--- src/rtl/mem_line_arbiter_pkg.sv ---
// Shared types and constants for the cacheline memory-port arbiter.
package mem_line_arbiter_pkg;

    // 32-byte lines: address bits [OFFSET-1:0] select a byte within a line.
    localparam int unsigned OFFSET    = 5;
    localparam int unsigned LINE_BITS = 256;

    // Arbiter FSM encoding.
    typedef logic [1:0] arb_state_t;
    localparam arb_state_t arb_idle = 2'd0;
    localparam arb_state_t arb_busy = 2'd1;
    localparam arb_state_t arb_done = 2'd2;

    // Identity of the requester owning the current transaction.
    typedef enum logic [1:0] {
        src_none,
        src_dcache,
        src_icache,
        src_prefetch
    } arb_src_t;

    // Clear the within-line offset bits.
    function automatic logic [31:0] line_align(input logic [31:0] addr);
        return {addr[31:OFFSET], {OFFSET{1'b0}}};
    endfunction

endpackage

--- src/rtl/mem_line_arbiter_if.sv ---
// Whole-line memory port between the arbiter (master) and the burst adapter (slave).
interface mem_line_arbiter_if;
    import mem_line_arbiter_pkg::*;

    logic [31:0]          mem_addr;
    logic                 mem_read;
    logic                 mem_write;
    logic [LINE_BITS-1:0] mem_wdata;
    logic                 mem_resp;
    logic [LINE_BITS-1:0] mem_rdata;

    modport master (
        output mem_addr,
        output mem_read,
        output mem_write,
        output mem_wdata,
        input  mem_resp,
        input  mem_rdata
    );

    modport slave (
        input  mem_addr,
        input  mem_read,
        input  mem_write,
        input  mem_wdata,
        output mem_resp,
        output mem_rdata
    );

endinterface

--- src/rtl/mem_line_arbiter_rr_pick.sv ---
// Combinational winner selection: D-cache/I-cache round-robin, prefetch only when both idle.
module arb_rr_pick
    import mem_line_arbiter_pkg::*;
(
    input  logic     dc_req,
    input  logic     ic_req,
    input  logic     pf_req,
    input  arb_src_t rr_last,
    output arb_src_t winner
);

    // On a dc/ic tie, the side that did not win last time goes first.
    always_comb begin
        winner = src_none;
        if (dc_req && ic_req) begin
            winner = (rr_last == src_dcache) ? src_icache : src_dcache;
        end else if (dc_req) begin
            winner = src_dcache;
        end else if (ic_req) begin
            winner = src_icache;
        end else if (pf_req) begin
            winner = src_prefetch;
        end
    end

endmodule

--- src/rtl/mem_line_arbiter.sv ---
// Shares the single cacheline memory port among D-cache, I-cache and next-line prefetcher,
// one whole-line transaction at a time. I-cache misses to the in-flight prefetch line merge.
module mem_line_arbiter
    import mem_line_arbiter_pkg::*;
(
    input  logic                 clk,
    input  logic                 rst,

    input  logic                 dc_req,
    input  logic                 dc_we,
    input  logic [31:0]          dc_addr,
    input  logic [LINE_BITS-1:0] dc_wdata,
    output logic                 dc_resp,
    output logic [LINE_BITS-1:0] dc_rdata,

    input  logic                 ic_req,
    input  logic [31:0]          ic_addr,
    output logic                 ic_resp,
    output logic [LINE_BITS-1:0] ic_rdata,

    input  logic                 pf_req,
    input  logic [31:0]          pf_addr,
    output logic                 pf_resp,
    output logic [LINE_BITS-1:0] pf_rdata,

    mem_line_arbiter_if.master   mem
);

    arb_state_t           state_q, state_d;
    arb_src_t             rr_last_q, rr_last_d;
    arb_src_t             grant_src_q, grant_src_d;
    logic                 merge_ic_q, merge_ic_d;
    logic [31:0]          addr_q, addr_d;
    logic                 we_q, we_d;
    logic [LINE_BITS-1:0] wdata_q, wdata_d;

    arb_src_t             pick;
    logic                 busy;
    logic                 resp_fire;

    arb_rr_pick u_pick (
        .dc_req  (dc_req),
        .ic_req  (ic_req),
        .pf_req  (pf_req),
        .rr_last (rr_last_q),
        .winner  (pick)
    );

    // Next-state logic: grant in idle, wait for the adapter in busy, bubble in done.
    always_comb begin
        state_d     = state_q;
        rr_last_d   = rr_last_q;
        grant_src_d = grant_src_q;
        merge_ic_d  = merge_ic_q;
        addr_d      = addr_q;
        we_d        = we_q;
        wdata_d     = wdata_q;
        case (state_q)
            arb_idle: begin
                if (pick != src_none) begin
                    state_d     = arb_busy;
                    grant_src_d = pick;
                    case (pick)
                        src_dcache: begin
                            addr_d    = line_align(dc_addr);
                            we_d      = dc_we;
                            wdata_d   = dc_wdata;
                            rr_last_d = src_dcache;
                        end
                        src_icache: begin
                            addr_d    = line_align(ic_addr);
                            we_d      = 1'b0;
                            rr_last_d = src_icache;
                        end
                        default: begin
                            addr_d = line_align(pf_addr);
                            we_d   = 1'b0;
                        end
                    endcase
                end
            end
            arb_busy: begin
                // A demand fetch of the line already being prefetched rides along.
                if (grant_src_q == src_prefetch && ic_req &&
                    ic_addr[31:OFFSET] == addr_q[31:OFFSET]) begin
                    merge_ic_d = 1'b1;
                end
                if (mem.mem_resp) begin
                    state_d = arb_done;
                end
            end
            arb_done: begin
                state_d    = arb_idle;
                merge_ic_d = 1'b0;
            end
            default: begin
                state_d = arb_idle;
            end
        endcase
    end

    // State registers with synchronous reset; reset abandons any in-flight transaction.
    always_ff @(posedge clk) begin
        if (rst) begin
            state_q     <= arb_idle;
            rr_last_q   <= src_icache;
            grant_src_q <= src_none;
            merge_ic_q  <= 1'b0;
            addr_q      <= '0;
            we_q        <= 1'b0;
            wdata_q     <= '0;
        end else begin
            state_q     <= state_d;
            rr_last_q   <= rr_last_d;
            grant_src_q <= grant_src_d;
            merge_ic_q  <= merge_ic_d;
            addr_q      <= addr_d;
            we_q        <= we_d;
            wdata_q     <= wdata_d;
        end
    end

    // Adapter commands and requester completions; resp ignored outside busy.
    always_comb begin
        busy          = (state_q == arb_busy);
        resp_fire     = busy && mem.mem_resp;
        mem.mem_read  = busy && !we_q;
        mem.mem_write = busy && we_q;
        mem.mem_addr  = addr_q;
        mem.mem_wdata = wdata_q;
        dc_resp       = resp_fire && (grant_src_q == src_dcache);
        pf_resp       = resp_fire && (grant_src_q == src_prefetch);
        ic_resp       = resp_fire && ((grant_src_q == src_icache) ||
                                      (grant_src_q == src_prefetch && merge_ic_q));
        dc_rdata      = mem.mem_rdata;
        ic_rdata      = mem.mem_rdata;
        pf_rdata      = mem.mem_rdata;
    end

endmodule

--- src/flat_wrapper.sv ---
// flat-port wrapper written by rule: the top's interface ports become plain ports
module mem_line_arbiter_flat import mem_line_arbiter_pkg::*;
  (clk, rst, dc_req, dc_we, dc_addr, dc_wdata, dc_resp, dc_rdata, ic_req, ic_addr, ic_resp, ic_rdata, pf_req, pf_addr, pf_resp, pf_rdata, mem_mem_addr, mem_mem_read, mem_mem_write, mem_mem_wdata, mem_mem_resp, mem_mem_rdata);
  mem_line_arbiter_if mem_i ();
  input  logic clk;
  input  logic rst;
  input  logic dc_req;
  input  logic dc_we;
  input  logic [31:0] dc_addr;
  input  logic [LINE_BITS-1:0] dc_wdata;
  output logic dc_resp;
  output logic [LINE_BITS-1:0] dc_rdata;
  input  logic ic_req;
  input  logic [31:0] ic_addr;
  output logic ic_resp;
  output logic [LINE_BITS-1:0] ic_rdata;
  input  logic pf_req;
  input  logic [31:0] pf_addr;
  output logic pf_resp;
  output logic [LINE_BITS-1:0] pf_rdata;
  output wire logic [$bits(mem_i.mem_addr)-1:0] mem_mem_addr;
  output wire logic [$bits(mem_i.mem_read)-1:0] mem_mem_read;
  output wire logic [$bits(mem_i.mem_write)-1:0] mem_mem_write;
  output wire logic [$bits(mem_i.mem_wdata)-1:0] mem_mem_wdata;
  input wire logic [$bits(mem_i.mem_resp)-1:0] mem_mem_resp;
  input wire logic [$bits(mem_i.mem_rdata)-1:0] mem_mem_rdata;
  assign mem_mem_addr = mem_i.mem_addr;
  assign mem_mem_read = mem_i.mem_read;
  assign mem_mem_write = mem_i.mem_write;
  assign mem_mem_wdata = mem_i.mem_wdata;
  assign mem_i.mem_resp = mem_mem_resp;
  assign mem_i.mem_rdata = mem_mem_rdata;
  mem_line_arbiter u_core (.clk(clk), .rst(rst), .dc_req(dc_req), .dc_we(dc_we), .dc_addr(dc_addr), .dc_wdata(dc_wdata), .dc_resp(dc_resp), .dc_rdata(dc_rdata), .ic_req(ic_req), .ic_addr(ic_addr), .ic_resp(ic_resp), .ic_rdata(ic_rdata), .pf_req(pf_req), .pf_addr(pf_addr), .pf_resp(pf_resp), .pf_rdata(pf_rdata), .mem(mem_i));
endmodule
--- config.mk ---
export PLATFORM = sky130hd
export DESIGN_NAME = mem_line_arbiter_flat
export DESIGN_NICKNAME = d
export VERILOG_FILES = /design/src/rtl/mem_line_arbiter_pkg.sv /design/src/rtl/mem_line_arbiter_if.sv /design/src/rtl/mem_line_arbiter_rr_pick.sv /design/src/rtl/mem_line_arbiter.sv /design/src/flat_wrapper.sv
export SDC_FILE = /design/constraint.sdc
export NUM_CORES = 1
export LEC_CHECK = 0
export CELL_PAD_IN_SITES_DETAIL_PLACEMENT = 1
export CELL_PAD_IN_SITES_GLOBAL_PLACEMENT = 2
export CORE_AREA = 2 2 644 646
export CTS_BUF_LIST = sky130_fd_sc_hd__clkbuf_16
export DETAILED_ROUTE_END_ITERATION = 7
export DIE_AREA = 0 0 646 648
export GPL_ROUTABILITY_DRIVEN = 1
export PLACE_DENSITY_LB_ADDON = 0.15
export SETUP_SLACK_MARGIN = 0.1
export SLEW_MARGIN = 0
export SYNTH_ARGS = -nofsm -noshare
export SYNTH_HDL_FRONTEND = slang
export SYNTH_SLANG_ARGS = --single-unit
--- constraint.sdc ---
create_clock -name clk -period 5.3 [get_ports clk]
set_clock_uncertainty 0.15 [all_clocks]
set_input_delay 0.795 -clock clk [delete_from_list [all_inputs] [get_ports clk]]
set_output_delay 0.795 -clock clk [all_outputs]
set_load 0.01 [all_outputs]
# Word-level counts from Yosys, hierarchy flattened
# Cells that the tools add are included.
# op_classes
n_eq_ne,12
n_mux,13
n_reduce_logical,21
# ops
op,count
$pmux W32 S2,1
$eq A27 B27 Y1,1
$mux W2,7
$logic_and A1 B1 Y1,10
$eq A2 B1 Y1 const B,4
$eq A2 B2 Y1 const B,4
$pmux W2 S2,2
$reduce_and A2 Y1,3
$reduce_and A3 Y1,2
$reduce_bool A2 Y1,3
$ne A2 B2 Y1 const B,2
$logic_not A2 Y1,1
$mux W1,2
$ne A2 B1 Y1 const B,1
$pmux W1 S2,1
$logic_not A1 Y1,1
$logic_or A1 B1 Y1,1
# totals
output_inout_bits,1061
register_bits,296
wordCells,53
input_bits,615

# Depth between registers and ports, before layout
# logic_depth
depth_word,7
mapped_depth,10

# Cells and area by module
# Synthesis repeated with hierarchy kept, for this count alone.
# unflattened
hier_cells,2159
area_unflattened_um2,16813.6
# by_module_without_submodules
module,seq_area_each_um2,n_inst,area_each_um2,cells_each
mem_line_arbiter,5825.6,1,16779.8,2154
arb_rr_pick,0.0,1,33.8,5

# Least setup slack after synthesis
# Ideal clock, no wire load.
# synth_timing
path_type,input to register
from,input port pf_req
to,register u_core.addr_q[22] (netlist: u_core.mem.mem_addr[22])
path_buffers,2
setup_ns,0.065
required_time_ns,5.085
arrival_time_ns,2.444
cell_stages,9
setup_slack_ns,2.641
path_cell_list,nor2b_1 > o21ai_0 > ha_1 > clkbuf_1 > clkbuf_1 > a22oi_1 > a211oi_1 > a21oi_1 > nor2_1
# synth_via
elab_chain_len,6
elab_cells_between_ends,9
cone_classes,2 x eq/ne; 5 x mux; 2 x reduce/logical
# synth_lines
element,line,text
start: declaration,flat_wrapper.sv:17,input logic pf_req;
$mux W2 (*),mem_line_arbiter_rr_pick.sv:21,end else if (pf_req) begin
$mux W2 (*),mem_line_arbiter_rr_pick.sv:19,end else if (ic_req) begin
$mux W2 (*),mem_line_arbiter_rr_pick.sv:17,end else if (dc_req) begin
$mux W2 (*),mem_line_arbiter_rr_pick.sv:15,if (dc_req && ic_req) begin
"$eq A2 B2 Y1, or another cell as far along",mem_line_arbiter.sv:63,case (pick)
$pmux W32 S2 or $reduce_and A2 Y1 (tied branches),-,
end signal: assignment,mem_line_arbiter.sv:117,addr_q <= addr_d;
end: declaration,mem_line_arbiter.sv:33,"logic [31:0] addr_q, addr_d;"
# Every way passes the cells marked *; elsewhere a longest branch is shown, timed or not.
# A chain may end at the register's enable or synchronous reset.

# Final worst setup path
# layout_timing
from,input port mem_mem_resp
to,output port dc_resp
# layout_via
elab_chain_len,2
# layout_lines
element,line,text
start: declaration,flat_wrapper.sv:25,input wire logic [$bits(mem_i.mem_resp)-1:0] mem_mem_resp;
$logic_and A1 B1 Y1,mem_line_arbiter.sv:126,resp_fire = busy && mem.mem_resp;
$logic_and A1 B1 Y1,mem_line_arbiter.sv:131,dc_resp = resp_fire && (grant_src_q == src_dcache);
end: declaration,flat_wrapper.sv:11,output logic dc_resp;
# No other way between the ends.

==> run metrics <==
setup TNS 0 ps; outcome finished clean; detailed-route wire length 169000 µm; Chip Width 646 µm; clk_lat worst skew 740 ps; Port Buffers 631; average routed wire per standard cell 22.5 µm; RSZ-0062 raised after global routing no; Setup crit end kind output port; Core ar. 0.412 mm²; total gr overflow 0; max cap viols 0; r2r setup slk 2440 ps; Int Power 0.00500 W; CP Data Required Time 4360 ps; ys async rst share 0%; vias in the first global route 14299; hpwl dp 142000 µm; synthesized area 0.0168 mm²; area of the multi-input gates 0.00454 mm²; GP Congestion 0.669; Most used DFF post-synth dfxtp_1; gr usage total 7.73%; FF+latch count, synth 291; sequential share of power 32.6%; sequential area share after synthesis 34.8%; Initial Util 4.07%; capture point of the worst reg-to-reg path u_core.mem.mem_wdata[97]; placed insts 7415; WS Path Type in2out; hold path start u_core.mem.mem_wdata[133]; Final Setup Violations 0; sw power 0.00250 W; CTS Root Buffer Type clkbuf_16; EDFF count, synth 0; Worst-Margin Slew 849 ps; Synth top area share 34.9%; peak supply drop 246 µV; Routed Antenna Nets 0; final non-filler cell total 7524; Placed Area 0.0239 mm²; H-tree depth 2; Clock Tree Buf Depth 3; pin count of the biggest net entering global routing 91; FF-to-FF path depth 11; layout cell share with drive strength beyond 1 5.34%; startpoint types primary input; Switching Fraction 33.3%; Peak Freq 0.264 GHz; TritonCTS clock tree built; Clk pwr share 48.0%; slew margin rel. 43.2%; Pleak 7.11 nW; I/O Pins 1676; Fin. Hold Viols 0; post-CTS resize count 0; die height 648 µm; Via-to-Cell Ratio 1.80; DR vias 13522; Yosys top cell by area buf_4; Worst Hold Path EP u_core.mem.mem_wdata[133]; Hold Path Stages 2; CTS Hold Bufs 0; total CTS buffers 55; row count 236; post-synthesis instance total 2156; initial DRC count 435; Crit path arrival time 2840 ps; average size of a mapped cell 7.77 µm²; RR Startpoint u_core.rr_last_q[1]; fin crit share 71.5%; Clock Sinks 291; drt first pass iters 4; Power Density 293 mW/mm²; fin crit period 3790 ps; Post-CTS Setup Bufs 0; Reg clk slew, reported paths 50 ps; top cells by area, synth buf_4 35%, dfxtp_1 35%, nand2_1 12%; Final Max Tran Viols 0; Yosys warning count 0; first-pass GRT wire length 202000 µm; Yosys cell types 32; Comb power frac 19.4%; die area 0.419 mm²; Post-route DRC 0; area delta synth->final 52.7%; antenna violations before repair 53; Seq. cell area 0.00583 mm²; Tightest Hold Check Type reg2reg; Final #Nets 2616; Layout fillers 48953; Crit Path Max Fanout 5; fin area 0.0256 mm²
-- how the worst max path moves through the flow --
stage | start | to | slack [ps] | cells past startpoint
finish | mem_mem_resp | dc_resp | 1510 | 5
global route | u_core.state_q[1] | pf_resp | 1070 | 3
detailed placement | ic_req | u_core.mem.mem_wdata[241] | 1220 | 10
CTS | u_core.state_q[1] | pf_resp | 1160 | 3
floorplan | pf_req | u_core.mem.mem_addr[22] | 2640 | 9
global placement | mem_mem_resp | pf_resp | 1250 | 4
-- Yosys cell counts, drive strengths merged (2+ instances only) --
cell,count
clkbuf,74
nor2b,2
a22oi,27
nor4,6
nand2,518
nand4,2
nor4b,2
buf,807
nor3b,2
xor2,26
nand3b,3
a211oi,28
o21ai,3
inv,3
nor2,58
a21oi,287
ha,3
dfxtp,291
nor3,4
-- worst max-delay path, cell delays in order --
cell and delay (ps):
clkdlybuf4s50_1 610, nand2_1 270, nor4b_1 380, buf_4 180
clkdlybuf4s50_1 600
-- per-stage QoR --
step | hold WS [ps] | power (W) | setup WS, ps | utilization (%)
after global placement | 295 | 0.00407 | 1250 | 5.80
after CTS | 223 | 0.00798 | 1160 | 6.21
after global routing | 272 | 0.00805 | 1070 | 6.21
final | 303 | 0.00749 | 1510 | 6.21
after detailed placement | 297 | 0.00406 | 1220 | 5.80
after floorplan | 291 | 0.00358 | 2640 | -
-- flip-flops by register name, indices dropped and copies added, names as in the netlist --
signal / cells
u_core.mem.mem_wdata: 256
u_core.mem.mem_addr: 27
u_core.grant_src_q: 2
u_core.rr_last_q: 2
u_core.state_q: 2
u_core.merge_ic_q: 1
u_core.we_q: 1
-- cell families after synthesis --
family	after synthesis	synth area share, %
flip-flops	291	34.8
adder cells (fa/ha/maj)	3	0.224
XOR/XNOR	27	1.41
AND/OR/NAND/NOR	603	14.0
other	1	0.0224
AO/OA/AOI/OAI	347	11.2
buffers and inverters	884	38.3
-- power by group through the flow --
| stage | clock network [W] | logic, W | registers [W] |
|---|---|---|---|
| after floorplan | 0 | 0.00105 | 0.00254 |
| after global placement | 0 | 0.00158 | 0.00249 |
| after global routing | 0.00396 | 0.00162 | 0.00247 |
| final | 0.00360 | 0.00146 | 0.00244 |
| after CTS | 0.00396 | 0.00157 | 0.00245 |
| after detailed placement | 0 | 0.00156 | 0.00249 |
-- layout make-up --
cell class / count / area share (%)
antenna: 7 / 0.0684
clock buffer: 55 / 5.38
clock inverter: 47 / 1.16
inverter: 3 / 0.0440
multi-input combinational: 985 / 17.7
sequential: 291 / 22.8
tap: 5474 / 26.8
timing repair buffer: 662 / 26.1
-- metal layers --
layer,vias to the layer above,GRT usage (%),wire length [µm]
li1,5806,-,-
met4,23,3.42,7890
met3,377,6.83,32000
met2,1190,12.9,80000
met5,-,0.809,510
met1,6126,6.32,48700
-- cells in the final DEF, fill, tap and decap left out, types with 2 or more instances in the layout --
| cell type | Yosys | final |
|---|---|---|
| clkdlybuf4s50_1 | 0 | 630 |
| nand2_1 | 518 | 517 |
| dfxtp_1 | 291 | 291 |
| a21oi_1 | 287 | 287 |
| nor2_1 | 58 | 58 |
| clkbuf_16 | 0 | 55 |
| a211oi_1 | 28 | 28 |
| a22oi_1 | 27 | 27 |
| xor2_1 | 26 | 26 |
| buf_4 | 779 | 21 |
| inv_1 | 3 | 20 |
| clkinv_1 | 0 | 13 |
| clkinv_2 | 0 | 10 |
| buf_12 | 0 | 10 |
| diode_2 | 0 | 7 |
| nor4_1 | 6 | 6 |
| conb_1 | 1 | 5 |
| nand3b_1 | 3 | 3 |
| o21ai_0 | 3 | 3 |
| nor3_1 | 3 | 3 |
| bufinv_16 | 0 | 3 |
| nor2b_1 | 2 | 2 |
| nor3b_1 | 2 | 2 |
| nor4b_1 | 2 | 2 |
| nand4_1 | 2 | 2 |
| ha_1 | 3 | 2 |
| clkinvlp_4 | 0 | 2 |
No activity file was read; power rests on OpenSTA's default activity.
